**config.mk**
```make
export PLATFORM = sky130hd
export DESIGN_NAME = mux_key_default
export DESIGN_NICKNAME = d
export VERILOG_FILES = /design/src/rtl/mux_key_default.sv
export SDC_FILE = /design/constraint.sdc
export NUM_CORES = 1
export LEC_CHECK = 0
export CAP_MARGIN = 30
export CORE_AREA = 2 2 39 41
export CTS_CLUSTER_DIAMETER = 40
export DETAILED_ROUTE_END_ITERATION = 7
export DIE_AREA = 0 0 41 43
export DONT_BUFFER_PORTS = 1
export SYNTH_ARGS = -nofsm -noshare
export SYNTH_HDL_FRONTEND = slang
export SYNTH_HIERARCHICAL = 1
export SYNTH_SLANG_ARGS = --single-unit
```
**constraint.sdc**
```tcl
create_clock -name clock -period 0.9 [get_ports clock]
set_input_delay 0.135 -clock clock [delete_from_list [all_inputs] [get_ports clock]]
set_output_delay 0.135 -clock clock [all_outputs]
set_load 0.005 [all_outputs]
```
**src/rtl/mux_key_default.sv**
```systemverilog
// ---------------------------------------------------------------------------
// mux_key_default
//   Key-lookup multiplexer. Compares `key` against NR_KEY packed key/data
//   pairs and returns the data of the matching entry, or `default_out` when
//   nothing matches. When several entries match, the lowest index wins.
//   Data is never OR-merged.
//   A registered copy of the result is provided for timing-critical users.
//
//   Table layout (PAIR_LEN = KEY_LEN + DATA_LEN):
//     entry i = lut[PAIR_LEN*(i+1)-1 : PAIR_LEN*i], entry 0 least significant
//     within an entry: {key[KEY_LEN-1:0], data[DATA_LEN-1:0]}
//
// Ports:
//   clock        in   system clock, registered outputs update on rising edge
//   reset        in   asynchronous active-high, clears out_q / hit_q
//   key          in   KEY_LEN     lookup key
//   default_out  in   DATA_LEN    result when no entry matches
//   lut          in   NR_KEY*PAIR_LEN packed key/data table
//   out          out  DATA_LEN    combinational lookup result
//   hit          out  1           combinational, any entry matched
//   out_q        out  DATA_LEN    out, one cycle late
//   hit_q        out  1           hit, one cycle late
// ---------------------------------------------------------------------------

// Per-entry compare: splits one pair into key/data and flags an exact match.
module mux_key_default_entry #(
    parameter int KEY_LEN  = 1,
    parameter int DATA_LEN = 1
) (
    input  logic [KEY_LEN+DATA_LEN-1:0] pair,
    input  logic [KEY_LEN-1:0]          key,
    output logic                        match,
    output logic [DATA_LEN-1:0]         data
);
    assign match = (pair[KEY_LEN+DATA_LEN-1 -: KEY_LEN] == key);
    assign data  = pair[DATA_LEN-1:0];
endmodule

module mux_key_default #(
    parameter int NR_KEY   = 2,
    parameter int KEY_LEN  = 1,
    parameter int DATA_LEN = 1
) (
    input  logic                                 clock,
    input  logic                                 reset,
    input  logic [KEY_LEN-1:0]                   key,
    input  logic [DATA_LEN-1:0]                  default_out,
    input  logic [NR_KEY*(KEY_LEN+DATA_LEN)-1:0] lut,
    output logic [DATA_LEN-1:0]                  out,
    output logic                                 hit,
    output logic [DATA_LEN-1:0]                  out_q,
    output logic                                 hit_q
);
    localparam int PAIR_LEN = KEY_LEN + DATA_LEN;

    logic [NR_KEY-1:0]               match;
    logic [NR_KEY-1:0][DATA_LEN-1:0] data;

    for (genvar g = 0; g < NR_KEY; g++) begin : g_entry
        mux_key_default_entry #(
            .KEY_LEN  (KEY_LEN),
            .DATA_LEN (DATA_LEN)
        ) u_entry (
            .pair  (lut[PAIR_LEN*g +: PAIR_LEN]),
            .key   (key),
            .match (match[g]),
            .data  (data[g])
        );
    end

    assign hit = |match;

    // Walk from the top entry down so the lowest matching index is the
    // last assignment and therefore wins.
    always_comb begin
        out = default_out;
        for (int i = NR_KEY - 1; i >= 0; i--) begin
            if (match[i]) out = data[i];
        end
    end

    always_ff @(posedge clock or posedge reset) begin
        if (reset) begin
            out_q <= '0;
            hit_q <= 1'b0;
        end else begin
            out_q <= out;
            hit_q <= hit;
        end
    end
endmodule

```
== Yosys cells after proc, flatten, opt, wreduce, memory -nomap -nowiden ==
Cells that the tools add are included.
W data, S select, Z words.
Operators by class
  add/subtract/negate cells: 0
  $mul: 0
  div/mod/pow operators: 0
  order comparisons: 0
  equality and inequality tests: 2
  shift-type cells: 0
  multiplexer cells: 2
  bitwise logic cells: 0
  reductions and logical operators: 1
Operators by type and width (number)
  $eq A1 B1 Y1: 2
  $mux W1: 2
  $reduce_or A2 Y1: 1
Word-level totals
  register bits: 2
  latch bits: 0
  bits in writable memories: 0
  memory bits (read-only): 0
  input port bits: 8
  logic and storage cells: 7
  memories: 0

== Longest topological paths before layout ==
  depth after elaboration: 3
  depth in mapped cells: 3

== Modules after synthesis ==
Netlist, hierarchy kept.
By module, submodules not included
  mux_key_default: times used 1, cells an instance 7, area an instance 78.8 um2, sequential area each 50.0 um2
  mux_key_default_entry: times used 2, cells an instance 2, area an instance 16.3 um2, sequential area each 0.0 um2

== Worst setup path before layout ==
Ideal clock, no wire load.
  path kind: input port to flip-flop
  start: input port key
  end: register out_q
  data arrival time: 606 ps
  path slack: 152 ps
  stages: 3
  path buffers: 0
  cell sequence: xnor2_1 > mux2i_1 > o21ai_1
Between the ends
  cells in the longest elaborated chain, start to end: 3
  elaborated cells on any way between the ends: 4
RTL lines
  start: declaration: line 46  | input logic [KEY_LEN-1:0] key,
  $eq A1 B1 Y1: line 35  | assign match = (pair[KEY_LEN+DATA_LEN-1 -: KEY_LEN] == key);
  $mux W1: line 78  | if (match[i]) out = data[i];
  $mux W1 *: line 78
  net out: line 49  | output logic [DATA_LEN-1:0] out,
  end signal: assignment: line 87  | out_q <= out;
  end: declaration: line 51  | output logic [DATA_LEN-1:0] out_q,
The timed path passes the listed nets; every way through them passes the cells marked *.

== Worst setup path in the final report ==
  start: input port key
  end: output port out
Between the ends
  cells in the longest elaborated chain, start to end: 3
  elaborated cells on any way between the ends: 4
RTL lines (line)
  $eq A1 B1 Y1: 35
  $mux W1: 78
  $mux W1 *: 78
  end: declaration: 49
Mark *: on every way between the ends. The rest lies on a longest branch, timed or not.

==> impl_metrics.ini <==
[routing]
routed_via_density = 2.76
dr.pass1.iters = 2
route.met2.wl_um = 138
wl_met3_um = 49
wire_per_inst_um = 8.79
vias = 80
antenna_left = 0
drc_errors = 0
finalWirelength_um = 255
drt_iter0_drc = 2
wl_met1_um = 68
top_layer_used = met3

[floorplanning]
die-area_um2 = 1760
die_h_um = 43
rows = 14
core_area_um2 = 1380
start_util_pct = 8.05
io_pins = 12
die_w_um = 41

[pwr]
p_leak_nw = 0.0610
vdd_ir_drop_max_v = 0.000251
powerDensity_nw_per_um2 = 2280
power_uw = 339

[global_routing]
grt_pass1_vias = 96
grt_max_degree = 4
antenna_found_initial = 0
track_usage_pct = 3.40
grt_pass1_wl_um = 296
grt_overflow = 0

[clock_network]
cts_tree = built
cts_max_level = 1
path_clk_slew_ns = 0.03
cts_resized = 0
cts_buffers = 3
cts_hold_buf = 1
clockRootBuffer = clkbuf_4
numClockSinks = 2
postCtsSetupBuffers = 0
clockBufferDepth = 2

[timing]
final_hold_viol_count = 0
final_max_slew_viol_count = 0
period_minus_slack_ns = 0.800
fin_tns_setup_ns = 0
worst_pin_slew_ns = 0.232
rsz0062_at_grt = no
fin_crit_sh_pct = 88.9
setup_viol = 0
fin_ws_ns = 0.0999
fmax_mhz = 1250
relSlewSlack_pct = 84.4

[hold_path]
hp-class = in2reg

[place]
hpwl_um = 207
port_buffers = 0
gp_congestion = 0.574
detailedPlace.worstSlack_ns = 0.0469

[yosys]
synth_top_area_share_pct = 44.9
synth.distinct_cells = 8
synth_seq_cells = 2
synth_nets = 19
synth_cells = 11
ys_top_cells_by_area = dfrtp_1, xnor2_1, buf_4
yosysWarnings = 6
synth_seq_area_share_pct = 44.9
synth_top_area_cell = dfrtp_1
avgSynthCellArea_um2 = 10.1
synth_area_um2 = 111

[worst_setup_path]
arrival_ns = 0.67
end_kind = output port
startpoint_type = input pin
required_ns = 0.76
path_class = in2out
critPathMaxFanout = 2

[layout]
final_common_cell = clkbuf_4
finish.utilization_pct = 10.8
diodes = 0
area_growth_pct = 33.7
final_nets = 23
final_cell_mix = clkbuf_4, xnor2_1, dfrtp_1
drive_above_1_share_pct = 23.1

[job]
maxCapViolations = 0

[outcome]
status = finished, final reports clean
[path summary, 6_finish.rpt]
path                       startpoint               to  slack (ns)  cells past startpoint
worst max-delay path              key              out         0.1                      3
min in group asynchronous       reset  hit_q$_DFF_PP0_        0.21                      2
max in group asynchronous       reset  out_q$_DFF_PP0_        0.58                      2
worst min-delay path           lut[0]  out_q$_DFF_PP0_        0.11                      2
[layout make-up]
cell class	count	area (um^2)
fill	161	1230
sequential	2	50.0
multi-input combinational	6	42.5
clock buffer	3	22.5
tap	16	20.0
timing repair buffer	1	10.0
inverter	1	3.75
[cell families (layout without fill, tap and decap cells)]
logic type,after synthesis,in the layout,synth area share [%]
buffers and inverters,3,5,16.8
XOR/XNOR,2,2,15.7
flip-flops,2,2,44.9
AND/OR/NAND/NOR,2,2,8.99
AO/OA/AOI/OAI,1,1,4.49
multiplexers,1,1,8.99
[layer usage]
| metal | up-vias | GRT usage, % |
|---|---|---|
| li1 | 36 | - |
| met1 | 35 | 2.22 |
| met2 | 9 | 4.69 |
| met3 | 0 | 0 |
| met4 | 0 | 8.00 |
| met5 | - | 0 |
[stage by stage]
stage	std cells	hold slack [ns]	area (um^2)
after floorplan	11	-0.124	111
after global placement	25	-0.122	116
after detailed placement	25	-0.118	116
after CTS	29	0.109	149
after global routing	29	0.130	149
final	29	0.108	149
[registers in the layout, summed over array words and instances, names as in the netlist]
name and flops:
out_q 1, hit_q 1
[where the power goes]
group	switching, mW	total [mW]	internal, mW
Sequential	0.00458	0.106	0.101
Combinational	0.0184	0.0355	0.0171
Clock	0.0510	0.198	0.147
[worst max-delay path, stage by stage]
cell	delay, ns
xnor2_1	0.21
mux2i_1	0.21
o21ai_1	0.11
[cell usage after synthesis, drive strengths merged]
cell	count
or2	1
o21ai	1
mux2i	1
dfrtp	2
inv	1
nand2	1
xnor2	2
buf	2
(Power assumes the default switching activity.)
